<file path="src/rtl/teamplayer_if.sv">
// Host-side pin bundle for one Genesis controller port.
// port_in/port_dir come from the I/O port model, port_out returns the
// pin levels the host sees.
interface teamplayer_if;
    logic [6:0] port_in;
    logic [6:0] port_dir;
    logic [6:0] port_out;

    modport master (output port_in, output port_dir, input port_out);
    modport slave  (input port_in, input port_dir, output port_out);
endinterface

</file>
<file path="src/rtl/teamplayer_ctrl.sv">
// Sega Team Player 4-port adapter emulation on one controller port.
// Streams a header, four type nibbles and the data nibbles of every
// connected pad using the TH/TR request and TL acknowledge handshake.
// Optional build macro TEAMPLAYER_SNAPSHOT_EN: latch all four pads at the
// start of a transfer instead of sampling them live per nibble.
//
// state | meaning
// ------+--------------------------------------------------------------
// IDLE  | TH high / no transfer, D=0x3, TL=1, waiting for TH falling edge
// XFER  | transfer running, each TR edge advances k after ACK_DELAY clks
// ABORT | TR went quiet for TIMEOUT clks, D=0xF, TL=1 until TH rises
module teamplayer_ctrl #(
    parameter int unsigned TIMEOUT   = 855000,
    parameter int unsigned ACK_DELAY = 2
) (
    input  logic         clk,
    input  logic         reset_n,
    input  logic [11:0]  pad1,
    input  logic [11:0]  pad2,
    input  logic [11:0]  pad3,
    input  logic [11:0]  pad4,
    input  logic [7:0]   pad_type,
    teamplayer_if.slave  bus
);

    typedef enum logic [1:0] {IDLE, XFER, ABORT} state_t;

    localparam logic [23:0] TIMEOUT_C = 24'(TIMEOUT);
    localparam logic [3:0]  ACK_LOAD  = 4'(ACK_DELAY - 1);
    // Longest sequence is 20 nibbles; k parks here once past the end.
    localparam logic [4:0]  K_PARK    = 5'd21;

    state_t      state_q;
    logic [4:0]  k_q;
    logic [4:0]  k_next;
    logic [23:0] timer_q;
    logic [3:0]  dly_cnt_q;
    logic        dly_pend_q;
    logic        tl_pend_q;
    logic [3:0]  d_q;
    logic        tl_q;
    logic [7:0]  types_q;
    logic [3:0]  nib_next;

    logic th_raw, tr_raw;
    logic th_s1, th_s2, th_d;
    logic tr_s1, tr_s2, tr_d;
    logic th_fall, th_rise, tr_edge;

    logic [11:0] src [4];

    assign th_raw = bus.port_dir[6] ? bus.port_in[6] : 1'b1;
    assign tr_raw = bus.port_dir[5] ? bus.port_in[5] : 1'b1;

    assign th_fall = th_d & ~th_s2;
    assign th_rise = ~th_d & th_s2;
    assign tr_edge = tr_d ^ tr_s2;

    // Pins the host does not drive show the adapter's levels.
    assign bus.port_out = (bus.port_dir & bus.port_in) |
                          (~bus.port_dir & {2'b11, tl_q, d_q});

    // Two-flop synchronizers plus one history flop for edge detection.
    always_ff @(posedge clk) begin
        if (!reset_n) begin
            th_s1 <= 1'b1;
            th_s2 <= 1'b1;
            th_d  <= 1'b1;
            tr_s1 <= 1'b1;
            tr_s2 <= 1'b1;
            tr_d  <= 1'b1;
        end else begin
            th_s1 <= th_raw;
            th_s2 <= th_s1;
            th_d  <= th_s2;
            tr_s1 <= tr_raw;
            tr_s2 <= tr_s1;
            tr_d  <= tr_s2;
        end
    end

`ifdef TEAMPLAYER_SNAPSHOT_EN
    logic [11:0] snap [4];

    // Freeze all pads when a transfer starts.
    always_ff @(posedge clk) begin
        if (!reset_n) begin
            for (int i = 0; i < 4; i++) snap[i] <= '0;
        end else if (state_q == IDLE && th_fall) begin
            snap[0] <= pad1;
            snap[1] <= pad2;
            snap[2] <= pad3;
            snap[3] <= pad4;
        end
    end

    assign src[0] = snap[0];
    assign src[1] = snap[1];
    assign src[2] = snap[2];
    assign src[3] = snap[3];
`else
    assign src[0] = pad1;
    assign src[1] = pad2;
    assign src[2] = pad3;
    assign src[3] = pad4;
`endif

    function automatic logic [3:0] type_nib(input logic [1:0] t);
        case (t)
            2'd1:    type_nib = 4'h0;
            2'd2:    type_nib = 4'h1;
            default: type_nib = 4'hF;
        endcase
    endfunction

    function automatic logic [4:0] pad_len(input logic [1:0] t);
        case (t)
            2'd1:    pad_len = 5'd2;
            2'd2:    pad_len = 5'd3;
            default: pad_len = 5'd0;
        endcase
    endfunction

    // Packing is {Z,Y,X,MODE,START,C,B,A,RIGHT,LEFT,DOWN,UP}, active-high in, active-low out.
    function automatic logic [3:0] data_nib(input logic [11:0] p, input logic [1:0] sel);
        case (sel)
            2'd0:    data_nib = ~p[3:0];
            2'd1:    data_nib = ~{p[7], p[4], p[6], p[5]};
            default: data_nib = ~{p[8], p[9], p[10], p[11]};
        endcase
    endfunction

    assign k_next = (k_q >= K_PARK) ? k_q : k_q + 5'd1;

    // Nibble that will be presented once the pending TR step completes.
    always_comb begin
        logic [4:0] base;
        logic [4:0] len;
        nib_next = 4'hF;
        base     = 5'd8;
        len      = 5'd0;
        if (k_next < 5'd4) begin
            case (k_next[1:0])
                2'd0:    nib_next = 4'h3;
                2'd1:    nib_next = 4'hF;
                default: nib_next = 4'h0;
            endcase
        end else if (k_next < 5'd8) begin
            case (k_next[1:0])
                2'd0:    nib_next = type_nib(types_q[1:0]);
                2'd1:    nib_next = type_nib(types_q[3:2]);
                2'd2:    nib_next = type_nib(types_q[5:4]);
                default: nib_next = type_nib(types_q[7:6]);
            endcase
        end else begin
            for (int p = 0; p < 4; p++) begin
                len = pad_len(types_q[2*p +: 2]);
                if (k_next >= base && k_next < base + len)
                    nib_next = data_nib(src[p], 2'(k_next - base));
                base = base + len;
            end
        end
    end

    // Transfer sequencer: TH framing, delayed TR acknowledge, timeout.
    always_ff @(posedge clk) begin
        if (!reset_n) begin
            state_q    <= IDLE;
            k_q        <= '0;
            timer_q    <= '0;
            dly_cnt_q  <= '0;
            dly_pend_q <= 1'b0;
            tl_pend_q  <= 1'b1;
            d_q        <= 4'h3;
            tl_q       <= 1'b1;
            types_q    <= '0;
        end else if (th_rise) begin
            state_q    <= IDLE;
            k_q        <= '0;
            timer_q    <= '0;
            dly_cnt_q  <= '0;
            dly_pend_q <= 1'b0;
            d_q        <= 4'h3;
            tl_q       <= 1'b1;
        end else begin
            case (state_q)
                IDLE: begin
                    k_q        <= '0;
                    timer_q    <= '0;
                    dly_cnt_q  <= '0;
                    dly_pend_q <= 1'b0;
                    d_q        <= 4'h3;
                    tl_q       <= 1'b1;
                    if (th_fall) begin
                        state_q <= XFER;
                        types_q <= pad_type;
                    end
                end
                XFER: begin
                    if (timer_q == TIMEOUT_C) begin
                        state_q    <= ABORT;
                        d_q        <= 4'hF;
                        tl_q       <= 1'b1;
                        dly_pend_q <= 1'b0;
                        dly_cnt_q  <= '0;
                    end else if (tr_edge) begin
                        // A new edge restarts the count and drops any pending step.
                        timer_q    <= '0;
                        dly_pend_q <= 1'b1;
                        dly_cnt_q  <= ACK_LOAD;
                        tl_pend_q  <= tr_s2;
                    end else begin
                        if (timer_q != 24'hFF_FFFF)
                            timer_q <= timer_q + 24'd1;
                        if (dly_pend_q) begin
                            if (dly_cnt_q == 4'd0) begin
                                dly_pend_q <= 1'b0;
                                k_q        <= k_next;
                                d_q        <= nib_next;
                                tl_q       <= tl_pend_q;
                            end else begin
                                dly_cnt_q <= dly_cnt_q - 4'd1;
                            end
                        end
                    end
                end
                default: begin
                    d_q        <= 4'hF;
                    tl_q       <= 1'b1;
                    dly_pend_q <= 1'b0;
                end
            endcase
        end
    end

endmodule

</file>
<file path="src/flat_wrapper.sv">
// flat-port wrapper written by rule: the top's interface ports become plain ports
module teamplayer_ctrl_flat 
#(
    parameter int unsigned TIMEOUT   = 855000,
    parameter int unsigned ACK_DELAY = 2
)
  (clk, reset_n, pad1, pad2, pad3, pad4, pad_type, bus_port_in, bus_port_dir, bus_port_out);
  teamplayer_if bus_i ();
  input  logic clk;
  input  logic reset_n;
  input  logic [11:0] pad1;
  input  logic [11:0] pad2;
  input  logic [11:0] pad3;
  input  logic [11:0] pad4;
  input  logic [7:0] pad_type;
  input wire logic [$bits(bus_i.port_in)-1:0] bus_port_in;
  input wire logic [$bits(bus_i.port_dir)-1:0] bus_port_dir;
  output wire logic [$bits(bus_i.port_out)-1:0] bus_port_out;
  assign bus_i.port_in = bus_port_in;
  assign bus_i.port_dir = bus_port_dir;
  assign bus_port_out = bus_i.port_out;
  teamplayer_ctrl #(.TIMEOUT(TIMEOUT), .ACK_DELAY(ACK_DELAY)) u_core (.clk(clk), .reset_n(reset_n), .pad1(pad1), .pad2(pad2), .pad3(pad3), .pad4(pad4), .pad_type(pad_type), .bus(bus_i));
endmodule
</file>
<file path="config.mk">
export PLATFORM = sky130hd
export DESIGN_NAME = teamplayer_ctrl_flat
export DESIGN_NICKNAME = d
export VERILOG_FILES = /design/src/rtl/teamplayer_if.sv /design/src/rtl/teamplayer_ctrl.sv /design/src/flat_wrapper.sv
export SDC_FILE = /design/constraint.sdc
export NUM_CORES = 1
export LEC_CHECK = 0
export ABC_AREA = 1
export BUFFER_PORTS_ARGS = -buffer_cell sky130_fd_sc_hd__clkbuf_2
export CORE_UTILIZATION = 57
export CTS_BUF_LIST = sky130_fd_sc_hd__clkbuf_8 sky130_fd_sc_hd__clkbuf_16
export DETAILED_ROUTE_END_ITERATION = 10
export PLACE_DENSITY = 0.81
export SKIP_CTS_REPAIR_TIMING = 1
export SLEW_MARGIN = 5
export SYNTH_ARGS = -nofsm -noshare
export SYNTH_HDL_FRONTEND = slang
export SYNTH_SLANG_ARGS = --single-unit
</file>
<file path="constraint.sdc">
create_clock -name clk -period 5.3 [get_ports clk]
set_input_delay 0.795 -clock clk [delete_from_list [all_inputs] [get_ports clk]]
set_output_delay 0.795 -clock clk [all_outputs]
set_load 0.005 [all_outputs]
</file>
[Word level (Yosys, flattened, before mapping)]
Cells that the tools add are included.
Word-level totals
  register bits after elaboration: 56
  latch bits: 0
  RAM bits: 0
  bits in read-only memories: 0
  input bits: 72
  output and inout port bits: 7
  logic and storage cells: 170
  memories kept: 0
Operators by class
  add/subtract/negate cells: 11
  multiply operators: 0
  div/mod/pow operators: 0
  magnitude comparators: 11
  eq/ne operators: 29
  shift-type cells: 0
  multiplexer cells: 54
  bitwise logic cells: 26
  reduce and logical (&&, ||, !) cells: 24
Operators with widths (count)
  $pmux 4 s2: 11
  $mux 24: 3
  $mux 5: 13
  $mux 4: 14
  $not 4->4: 12
  $pmux 24 s2: 1
  $add 24x1->24 const B: 1
  $eq 24x20->1 const B: 1
  $ne 24x24->1 const B: 1
  $eq 2x1->1 const B: 10
  $lt 5x5->1: 4
  $pmux 2 s2: 5
  $reduce_and 3->1: 6
  $add 5x5->5: 3
  $ge 5x5->1: 3
  $and 7x7->7: 2
  $logic_not 2->1: 6
  $pmux 4 s3: 1
  $eq 2x2->1 const B: 5
  $pmux 5 s2: 1
  $ne 3x1->1 const B: 3
  $ne 2x1->1 const B: 4
  $not 1->1: 7
  $not 7->7: 1
  26 further kinds: 37

[Depth between registers and ports, before layout]
Gate-level depths: netlist of run 1.
  depth in word-level cells: 19
  mapped depth: 24

[Worst setup path after synthesis of run 1]
Ideal clock, no wire load.
  kind: flip-flop to flip-flop
  start: register u_core.types_q[0]
  end: register u_core.d_q[0]
  library setup time: 0.112 ns
  arrival time: 3.632 ns
  path slack: 1.555 ns
  cell stages (with the launch flop): 20
  path through: dfxtp_1 > inv_1 > ha_1 > ha_1 > fa_1 > fa_1 > fa_1 > nand2_1 > nor2_1 > xor2_1 > ha_1 > a21oi_1 > o21a_1 > nand3_2 > o31ai_1 > inv_1 > nand2_1 > nand2_1 > nand2_1 > nand2_1
Between the ends
  longest elaborated chain between the ends: 18
Ends and longest elaborated chain
  start, declared: line teamplayer_ctrl.sv:42  | logic [7:0] types_q;
  start signal, assigned: line teamplayer_ctrl.sv:196  | types_q <= pad_type;
  $eq 2x2->1 or $eq 2x1->1 (tied branches): line teamplayer_ctrl.sv:109, teamplayer_ctrl.sv:117
  $pmux 2 s2: line teamplayer_ctrl.sv:117  | case (t)
  $mux 5: line teamplayer_ctrl.sv:148  | end else if (k_next < 5'd8) begin
  $mux 5: line teamplayer_ctrl.sv:142  | if (k_next < 5'd4) begin
  $add 4x5->5: line teamplayer_ctrl.sv:158, teamplayer_ctrl.sv:160
  $add 5x5->5 (tied with other cells) (2 in a row): line teamplayer_ctrl.sv:158, teamplayer_ctrl.sv:160
  $add 5x5->5 (tied with other cells): line teamplayer_ctrl.sv:158  | if (k_next >= base && k_next < base + len)
  $lt 5x5->1 (tied with other cells): line teamplayer_ctrl.sv:158
  $logic_and 1x1->1 (tied with other cells): line teamplayer_ctrl.sv:158
  $mux 4: line teamplayer_ctrl.sv:158
  $mux 4 *: line teamplayer_ctrl.sv:148
  $mux 4 *: line teamplayer_ctrl.sv:142
  $mux 4 *: line teamplayer_ctrl.sv:216  | if (dly_cnt_q == 4'd0) begin
  $mux 4 *: line teamplayer_ctrl.sv:215  | if (dly_pend_q) begin
  $mux 4 *: line teamplayer_ctrl.sv:206  | end else if (tr_edge) begin
  $mux 4 *: line teamplayer_ctrl.sv:200  | if (timer_q == TIMEOUT_C) begin
  $pmux 4 s2 *: line teamplayer_ctrl.sv:186  | case (state_q)
  end signal, assigned: line teamplayer_ctrl.sv:219  | d_q <= nib_next;
  end, declared: line teamplayer_ctrl.sv:40  | logic [3:0] d_q;
Every way passes the cells marked *; elsewhere a longest branch is shown, timed or not. The select of a mux whose other input is x is not followed.
A chain may end at the register's enable or synchronous reset.

[Worst setup path in the final report of run 1]
  start: register u_core.types_q[0]
  end: register u_core.d_q[1]
The elaborated chain is that of the path after synthesis.

==> metrics.yaml, run 1 <==
sta:
  timing.final.crit_share_pct: 77.1
  setup_viol: 0
  rsz0062_at_grt: "no"
  worst_pin_slew_ps: 900
  fin_crit_ps: 4090
  clock_skew_ps: 13.0
  fmax_mhz: 245
  max_slew_margin_pct: 39.6
  tns_ps: 0
  hold_ws_ps: 421
  drv_slew: 0
  hold_viol: 0
setup_path:
  cp_slowest_stage_delay_ps: 560
  r2r_slack_ps: 1210
  end_kind: "flop"
  critPathMostFrequentCell: "nand2_1"
  crit_end: "u_core.d_q[1]"
  rr_startpoint: "u_core.types_q[0]"
  r2r-end: "u_core.d_q[1]"
  ff2ff_path_depth: 19
  cp-startpoint: "u_core.types_q[0]"
  crit_chain: "inv_1 > ha_1 > ha_1 > fa_1 > fa_1 > fa_1 > nand2_1 > nor2_1 > xor2_1 > ha_1 > a21oi_1 > o21a_1 > nand3_2 > o31ai_1 > inv_1 > nand2_1 > nand2_1 > nand2_1 > nand2_1"
  cp_max_fo: 8
  worstPathRequired_ps: 5510
  start_kind: "flop"
  worst_ep_arrival_time_ps: 4290
  crit_type: "flop to flop"
  slowest_stage: "fa_1"
global_routing:
  grt_pass1_wl_um: 17800
  antenna_found_initial: 0
  grt_max_degree: 21
  grt_overflow_total: 0
  grt_pass1_vias: 4002
  met3_usage_pct: 4.57
  groute.usage.overall_pct: 28.6
  grt_busiest_layer: "met2"
  use_met2_pct: 46.3
  use_met1_pct: 40.1
logic_synthesis:
  yosys_most_used_dff: "dfxtp_1"
  synth.distinct_cells: 53
  syn_area_sq_mm: 0.00437
  synth_top_cell_by_area: "dfxtp_1"
  syn_area_per_cell_sq_um: 6.83
  ys_seq_elements: 56
  synth_most_common_cell: "nand2_1"
  synth_area_leaders: "dfxtp_1 (26%), nand2_1 (10%), ha_1 (9.7%), inv_1 (8.8%), a21oi_1 (5.3%)"
  yosys_warnings: 0
  ys_seq_area_share_pct: 25.6
  syn_nets: 749
  synth_cells: 640
  synthArstFlopShare_pct: 0
  synth.top_cells.by_count: "nand2_1 (121), inv_1 (103), dfxtp_1 (56), nor2_1 (48), a21oi_1 (46)"
  synth-edff-count: 0
  synthDominantCellAreaShare_pct: 25.6
placement:
  port_buffers: 78
  place_area_sq_mm: 0.00482
  gp_congestion: 0.916
  hpwl_um: 8870
  dp.cells: 808
layout:
  antenna_cells: 0
  drive_gt1_share_pct: 19.0
  nNetsFinal: 825
  final_area_sq_mm: 0.00491
  areaGrowthSynthToFinish_pct: 12.3
  layout.cells.non_filler: 816
routing:
  avgRoutedWirePerCell_um: 13.3
  drt_iter0_drc: 321
  ant_nets: 0
  drt_wl_total_um: 10900
  drc: 0
  drtPass1Iterations: 5
  vias: 4509
  drt-vias-per-instance: 5.53
clock_tree:
  ctsRootBufferMaster: "clkbuf_8"
  clockBufferDepth: 2
  cts_made_buffers: 5
  cts_tree: "built"
  cts.clk_slew.worst_paths_ps: 90
  clkLatencyLatePin_ps: 310
  cts.sinks: 56
  htree_levels: 2
floorplan:
  die_h_um: 89.6
  io_pins: 79
  die_w_um: 89.6
  core-area_sq_mm: 0.00733
  num_rows: 31
  initial_core_util_pct: 59.6
  die-area_sq_mm: 0.00802
pwr:
  power.total_uw: 990
  leakage_nw: 2.27
  power_density_mw_per_mm2: 202
  peakVddDrop_mv: 0.176
worst_hold_path:
  hold_path_depth: 1
  worstHoldPathType: "flop to flop"
run:
  maxCapViolCount: 0
outcome:
  status: "finished, final reports clean"
==> metrics by stage <==
stage	utilization [%]	worst slack, ps
2_1_floorplan	-	1560
3_3_place_gp	65.8	1420
3_5_place_dp	65.8	1270
4_1_cts	67.0	1240
5_1_grt	67.0	909
6_report	67.0	1210
==> per-layer routing <==
layer	vias up	wire, um
li1	2293	-
met1	2024	5190
met2	179	4740
met3	13	802
met4	0	116
met5	-	0
==> kinds of logic after synthesis <==
| logic type | count (synthesis) | share of synthesized area [%] |
|---|---|---|
| multiplexers | 2 | 0.515 |
| adder cells (fa/ha/maj) | 37 | 11.1 |
| XOR/XNOR | 9 | 1.80 |
| AO/OA/AOI/OAI | 125 | 16.9 |
| AND/OR/NAND/NOR | 293 | 33.2 |
| flip-flops | 56 | 25.6 |
| buffers and inverters | 118 | 10.8 |
==> worst max-delay path: cells and delay by family, from the launching register on <==
kind            cells  cell delay, ps
xor+xnor            1             150
compound gates      3             560
flops               1             340
fa+ha+maj           6            2310
buf+inv             2             130
simple gates        7             500
==> layout make-up <==
type	count	area, sq um
Fill cell	654	2420
Timing Repair Buffer	78	390
Sequential cell	56	1120
Clock buffer	5	68.8
Tap cell	99	124
Clock inverter	3	18.8
Multi-Input combinational cell	466	2780
Inverter	109	409
==> flip-flops by register name, indices dropped and copies added (netlist names) <==
name               flops
u_core.timer_q        24
u_core.types_q         8
u_core.k_q             5
u_core.d_q             4
u_core.dly_cnt_q       4
u_core.state_q         2
u_core.dly_pend_q      1
u_core.th_d            1
u_core.th_s1           1
u_core.th_s2           1
u_core.tl_pend_q       1
u_core.tl_q            1
u_core.tr_d            1
u_core.tr_s1           1
u_core.tr_s2           1
==> worst min-delay path by stage <==
stage                     slack, ps    startpoint            to
after floorplan                 390  u_core.th_s1  u_core.th_s2
after global placement          400  u_core.th_s1  u_core.th_s2
after detailed placement        400  u_core.th_s1  u_core.th_s2
after CTS                       420  u_core.th_s1  u_core.th_s2
after global routing            440  u_core.th_s1  u_core.th_s2
final                           420  u_core.th_s1  u_core.th_s2
==> cell usage in the layout (no fill, tap or decap), drive strengths merged, types with 8 or more instances in the layout <==
cell type  count
nor2          55
ha            34
nand3         45
inv          109
nand2        136
a21oi         48
nand4         16
dfxtp         56
nor4          10
nor3          21
clkbuf        83
o21ai         40
a211oi         8
==> power by group <==
group | internal (mW) | switching, mW | leakage, nW
sequential | 0.431 | 0.00913 | 0.454
combinational | 0.121 | 0.200 | 1.76
clock | 0.0925 | 0.137 | 0.0479
total | 0.645 | 0.346 | 2.27
Note: power is estimated with default switching activity, not from simulation.
==> run 2: changes to the inputs <==
--- a/config.mk
+++ b/config.mk
@@ -7,10 +7,10 @@
 export LEC_CHECK = 0
 export ABC_AREA = 1
 export BUFFER_PORTS_ARGS = -buffer_cell sky130_fd_sc_hd__clkbuf_2
-export CORE_UTILIZATION = 57
+export CORE_UTILIZATION = 51
 export CTS_BUF_LIST = sky130_fd_sc_hd__clkbuf_8 sky130_fd_sc_hd__clkbuf_16
 export DETAILED_ROUTE_END_ITERATION = 10
-export PLACE_DENSITY = 0.81
+export PLACE_DENSITY = 0.77
 export SKIP_CTS_REPAIR_TIMING = 1
 export SLEW_MARGIN = 5
 export SYNTH_ARGS = -nofsm -noshare
==> constraint.sdc (replaced) <==
create_clock -name clk -period 3.55 [get_ports clk]
set_input_delay 0.5325 -clock clk [delete_from_list [all_inputs] [get_ports clk]]
set_output_delay 0.5325 -clock clk [all_outputs]
set_load 0.005 [all_outputs]
==> metrics.yaml, run 2 (synthesis results as in run 1) <==
outcome:
  status: "finished with violations"
  violations: "setup timing"
sta:
  worst_pin_slew_ps: 525  # -374 ps
  fmax_mhz: 267  # +9.0%
  fin_crit_ps: 3750  # -337 ps
  clock_skew_ps: 17.1  # +4.01 ps
  hold_viol: 0  # unchanged
  finalWorstSetupSlack_ps: -201  # -1410 ps
  rsz0062_at_grt: "yes"
  hold_ws_ps: 397  # -23.2 ps
  tns_ps: -735  # -735 ps
  setup_viol: 4  # +4
  drv_slew: 0  # unchanged
  max_slew_margin_pct: 64.9  # +25 points
  timing.final.crit_share_pct: 106  # +29 points
run:
  maxCapViolCount: 0  # unchanged
clock_tree:
  cts_tree: "built"
  cts.sinks: 56  # unchanged
  cts.clk_slew.worst_paths_ps: 110  # +20 ps
  htree_levels: 2  # unchanged
  cts_made_buffers: 5  # unchanged
  clockBufferDepth: 2  # unchanged
  clkLatencyLatePin_ps: 320  # about the same
  ctsRootBufferMaster: "clkbuf_8"
layout:
  layout_common_cells: "nand2_1 (120), inv_1 (101), clkbuf_2 (78)"
  layout.cells.non_filler: 837  # +2.6%
  nNetsFinal: 840  # +1.8%
  top_register: "u_core.timer_q"
  largest_register_ffs: 24  # unchanged
  fillCellCount: 759  # +16%
  areaGrowthSynthToFinish_pct: 17.6
  final_common_cell: "nand2_1"
  final_area_sq_mm: 0.00514  # +4.7%
  drive_gt1_share_pct: 23.1  # +4.1 points
  antenna_cells: 0  # unchanged
  biggestRegsByFlops: "u_core.timer_q x24, u_core.types_q x8, u_core.k_q x5"
pwr:
  combPwrFrac_pct: 34.5  # +2.1 points
  leakage_nw: 2.34  # +3.4%
  power_density_mw_per_mm2: 302  # +50%
  switching_share_pct: 35.9  # +0.99 points
  seqPwrFrac_pct: 42.3  # -2.1 points
  p_clk_share_pct: 23.2  # about the same
  power.internal_uw: 996  # +55%
  switchingPower_uw: 558  # +61%
  peakVddDrop_mv: 0.156  # -11%
global_routing:
  grt_max_degree: 20  # -4.8%
  grt_pass1_wl_um: 18600  # +4.4%
  groute.usage.overall_pct: 25.9  # -2.7 points
  grt_overflow_total: 0  # unchanged
  grt_pass1_vias: 4281  # +7.0%
  antenna_found_initial: 0  # unchanged
placement:
  hpwl_um: 8980  # +1.2%
  place_area_sq_mm: 0.00497  # +3.0%
  port_buffers: 78  # unchanged
  dp.cells: 827  # +2.4%
  gp_congestion: 0.939  # +2.5%
setup_path:
  end_kind: "flop"
  cp_max_fo: 7  # -1
  worstPathRequired_ps: 3760  # -1750 ps
  worst_ep_arrival_time_ps: 3960  # -330 ps
  start_kind: "flop"
  crit_type: "flop to flop"
routing:
  ant_nets: 0  # unchanged
  drt-vias-per-instance: 5.45  # -1.3%
  drt_wl_total_um: 11200  # +3.2%
  drc: 0  # unchanged
  vias: 4564  # +1.2%
  avgRoutedWirePerCell_um: 13.4  # +0.64%
  drt_iter0_drc: 300  # -6.5%
  drtPass1Iterations: 5  # unchanged
floorplan:
  die_w_um: 94.6  # +5.6%
  die_h_um: 94.6  # +5.6%
  initial_core_util_pct: 52.9  # -6.7 points
  io_pins: 79  # unchanged
  num_rows: 33  # +6.5%
  core-area_sq_mm: 0.00826  # +13%
  die-area_sq_mm: 0.00895  # +11%
worst_hold_path:
  worstHoldPathType: "input port to flop"
run 2: cell types whose count changed in the layout (fill, tap and decap cells not counted), moves of 3 or more:
cell,change
ha_4,+3
ha_1,-3
a21oi_2,+3
a21oi_1,-3
buf_4,+15
fa_2,+3
fa_1,-3
run 2: cell type report:
cell class	instances	area, sq um	share of cell area (%)
clock buffers	5	68.8	1.34
repair buffers	93	503	9.78
well taps	105	131	2.56
inverters	109	409	7.96
clock inverters	3	22.5	0.438
flip-flops and latches	56	1120	21.9
multi-input cells	466	2880	56.1
run 2: layer usage:
| metal | part of all wire, % | vias up | track usage (%) |
|---|---|---|---|
| met1 | 48 | 2044 | 35.9 |
| met4 | 1.8 | 0 | 6.31 |
| met2 | 44 | 172 | 42.2 |
| li1 | - | 2326 | - |
| met3 | 6.6 | 22 | 3.78 |
| met5 | 0 | - | 0 |
run 2: through the flow:
| step | power, mW | setup slack, ps | utilization, % |
|---|---|---|---|
| 3_5_place_dp | 1.17 | -256 | 60.2 |
| 3_3_place_gp | 1.16 | -80.3 | 60.2 |
| 5_1_grt | 1.66 | -357 | 62.3 |
| 2_1_floorplan | 1.02 | 5.00 | - |
| 4_1_cts | 1.53 | -278 | 61.3 |
| 6_report | 1.55 | -201 | 62.3 |
run 2: path summary, 6_finish.rpt:
| kind | from | end | slack [ps] | depth (start not counted) |
|---|---|---|---|---|
| worst max-delay path | u_core.types_q[2] | u_core.d_q[1] | -200 | 19 |
| worst min-delay path | bus_port_dir[5] | u_core.tr_s1 | 400 | 2 |
| worst max register to register | u_core.types_q[2] | u_core.d_q[1] | -200 | 19 |
| worst min register to register | u_core.th_s1 | u_core.th_s2 | 420 | 1 |
run 2: power groups by stage:
stage          Sequential, mW  Clock [mW]  Combinational, mW
3_5_place_dp            0.672           0              0.500
5_1_grt                 0.660       0.399              0.601
3_3_place_gp            0.671           0              0.484
6_report                0.658       0.360              0.537
4_1_cts                 0.658       0.373              0.503
2_1_floorplan           0.667           0              0.355
run 2: critical path, cell delays in order (launching register included):
cell	delay, ps
dfxtp_2	350
inv_2	50
ha_4	150
ha_4	150
fa_2	600
fa_2	460
fa_2	380
nand2_1	80
nor2_1	50
xor2_1	150
ha_1	300
a21oi_2	120
o21a_1	180
nand3_4	150
o31ai_4	200
inv_1	70
nand2_1	60
nand2_1	40
nand2_1	50
nand2_1	50
==> run 3: changes to the inputs <==
--- a/config.mk
+++ b/config.mk
@@ -11,6 +11,7 @@
 export CTS_BUF_LIST = sky130_fd_sc_hd__clkbuf_8 sky130_fd_sc_hd__clkbuf_16
 export DETAILED_ROUTE_END_ITERATION = 10
 export PLACE_DENSITY = 0.77
+export RECOVER_POWER = 25
 export SKIP_CTS_REPAIR_TIMING = 1
 export SLEW_MARGIN = 5
 export SYNTH_ARGS = -nofsm -noshare
==> metrics.yaml, run 3 (synthesis results as in run 1) <==
outcome:
  status: "finished with violations"
  violations: "setup timing"
clock_tree:
  clkLatencyLatePin_ps: 320  # about the same
  htree_levels: 2  # unchanged
  cts_made_buffers: 5  # unchanged
  cts.clk_slew.worst_paths_ps: 110  # about the same
  ctsRootBufferMaster: "clkbuf_8"
  cts_tree: "built"
  clockBufferDepth: 2  # unchanged
  cts.sinks: 56  # unchanged
global_routing:
  grt_overflow_total: 0  # unchanged
  grt_max_degree: 20  # unchanged
  antenna_found_initial: 0  # unchanged
  use_met1_pct: 35.9  # unchanged
  grt_pass1_wl_um: 18600  # unchanged
  use_met2_pct: 42.2  # unchanged
  groute.usage.overall_pct: 25.9  # unchanged
  met3_usage_pct: 3.78  # unchanged
  grt_busiest_layer: "met2"
  grt_pass1_vias: 4281  # unchanged
setup_path:
  start_kind: "flop"
  cpLargestDelayFamily: "adder cells"
  critPathMostFrequentCell: "nand2_1"
  end_kind: "flop"
  r2r_slack_ps: -200  # about the same
  rr_startpoint: "u_core.types_q[2]"
  crit_chain: "inv_2 > ha_4 > ha_4 > fa_2 > fa_2 > fa_2 > nand2_1 > nor2_1 > xor2_1 > ha_1 > a21oi_2 > o21a_1 > nand3_4 > o31ai_4 > inv_1 > nand2_1 > nand2_1 > nand2_1 > nand2_1"
  critPathBufInv: 2  # unchanged
  worstPathRequired_ps: 3760  # about the same
  r2r-end: "u_core.d_q[1]"
  slowest_stage: "fa_2"
  crit_type: "flop to flop"
  worst_ep_arrival_time_ps: 3960  # about the same
  cp_slowest_stage_delay_ps: 600  # about the same
  cp_max_fo: 7  # unchanged
  ff2ff_path_depth: 19  # unchanged
sta:
  max_slew_margin_pct: 64.7  # -0.21 points
  finalWorstSetupSlack_ps: -199  # +2.15 ps
  fmax_mhz: 267  # about the same
  clock_skew_ps: 16.7  # -0.332 ps
  timing.final.crit_share_pct: 106  # about the same
  hold_ws_ps: 398  # +0.0730 ps
  rsz0062_at_grt: "yes"
  fin_crit_ps: 3750  # -2.15 ps
  hold_viol: 0  # unchanged
  worst_pin_slew_ps: 529  # +3.19 ps
  setup_viol: 4  # unchanged
  drv_slew: 0  # unchanged
routing:
  avgRoutedWirePerCell_um: 13.4  # about the same
  drt_iter0_drc: 300  # unchanged
  ant_nets: 0  # unchanged
  drt_wl_total_um: 11200  # about the same
  drc: 0  # unchanged
  drt-vias-per-instance: 5.48  # +0.57%
  drtPass1Iterations: 5  # unchanged
  vias: 4590  # +0.57%
pwr:
  leakage_nw: 2.33  # -0.48%
  power_density_mw_per_mm2: 302  # about the same
  peakVddDrop_mv: 0.155  # -0.34%
layout:
  fillCellCount: 763  # +0.53%
  nNetsFinal: 840  # unchanged
  drive_gt1_share_pct: 22.5  # -0.55 points
  antenna_cells: 0  # unchanged
  layout_common_cells: "nand2_1 (120), inv_1 (101), clkbuf_2 (74)"
  final_common_cell: "nand2_1"
  top_register: "u_core.timer_q"
  largest_register_ffs: 24  # unchanged
  layout.cells.non_filler: 837  # unchanged
  biggestRegsByFlops: "u_core.timer_q x24, u_core.types_q x8, u_core.k_q x5"
  final_area_sq_mm: 0.00514  # about the same
  areaGrowthSynthToFinish_pct: 17.5  # about the same
floorplan:
  die_w_um: 94.6  # unchanged
  die_h_um: 94.6  # unchanged
  io_pins: 79  # unchanged
  initial_core_util_pct: 52.9  # unchanged
  num_rows: 33  # unchanged
  die-area_sq_mm: 0.00895  # unchanged
  core-area_sq_mm: 0.00826  # unchanged
worst_hold_path:
  hold_path_end: "u_core.tr_s1"
  worstHoldStart: "bus_port_dir[5]"
  worstHoldPathType: "input port to flop"
  hold_path_depth: 2  # unchanged
placement:
  gp_congestion: 0.939  # unchanged
  place_ws_ps: -256  # unchanged
  hpwl_um: 8980  # unchanged
  place_area_sq_mm: 0.00497  # unchanged
  port_buffers: 78  # unchanged
  dp.cells: 827  # unchanged
run:
  maxCapViolCount: 0  # unchanged
-- run 3: cell counts in the layout (fill, tap and decap cells not counted) --
No cell type changed its count.
-- run 3: how the worst max path moves through the flow --
stage	slack (ps)	end	depth (start not counted)	from
floorplan	5	u_core.d_q[0]	19	u_core.types_q[2]
global placement	-80	u_core.d_q[0]	19	u_core.types_q[2]
detailed placement	-260	u_core.d_q[1]	19	u_core.types_q[2]
CTS	-280	u_core.d_q[1]	19	u_core.types_q[2]
global route	-360	u_core.d_q[1]	19	u_core.types_q[2]
finish	-200	u_core.d_q[1]	19	u_core.types_q[2]
-- run 3: where the power goes --
part | internal, mW | total [mW] | switching [mW]
combinational | 0.210 | 0.536 | 0.326
sequential | 0.644 | 0.658 | 0.0143
clock | 0.142 | 0.360 | 0.218
-- run 3: final cells by class --
cell class,count,area [sq um],share of cell area (%)
tap,105,131,2.56
sequential,56,1120,21.9
timing repair buffer,93,498,9.70
clock inverter,3,22.5,0.438
inverter,109,409,7.97
clock buffer,5,68.8,1.34
multi-input combinational,466,2880,56.1
-- run 3: metal layers --
| layer | wire length, um | part of all wire [%] | up-vias |
|---|---|---|---|
| li1 | - | - | 2326 |
| met1 | 5270 | 47 | 2054 |
| met2 | 4900 | 44 | 187 |
| met3 | 833 | 7.4 | 23 |
| met4 | 199 | 1.8 | 0 |
| met5 | 0 | 0 | - |
-- run 3: per-stage QoR --
stage | TNS [ps] | util [%] | power [mW]
2_1_floorplan | 0 | - | 1.02
3_3_place_gp | -137 | 60.2 | 1.16
3_5_place_dp | -810 | 60.2 | 1.17
4_1_cts | -897 | 61.3 | 1.53
5_1_grt | -1360 | 62.2 | 1.66
6_report | -726 | 62.2 | 1.55
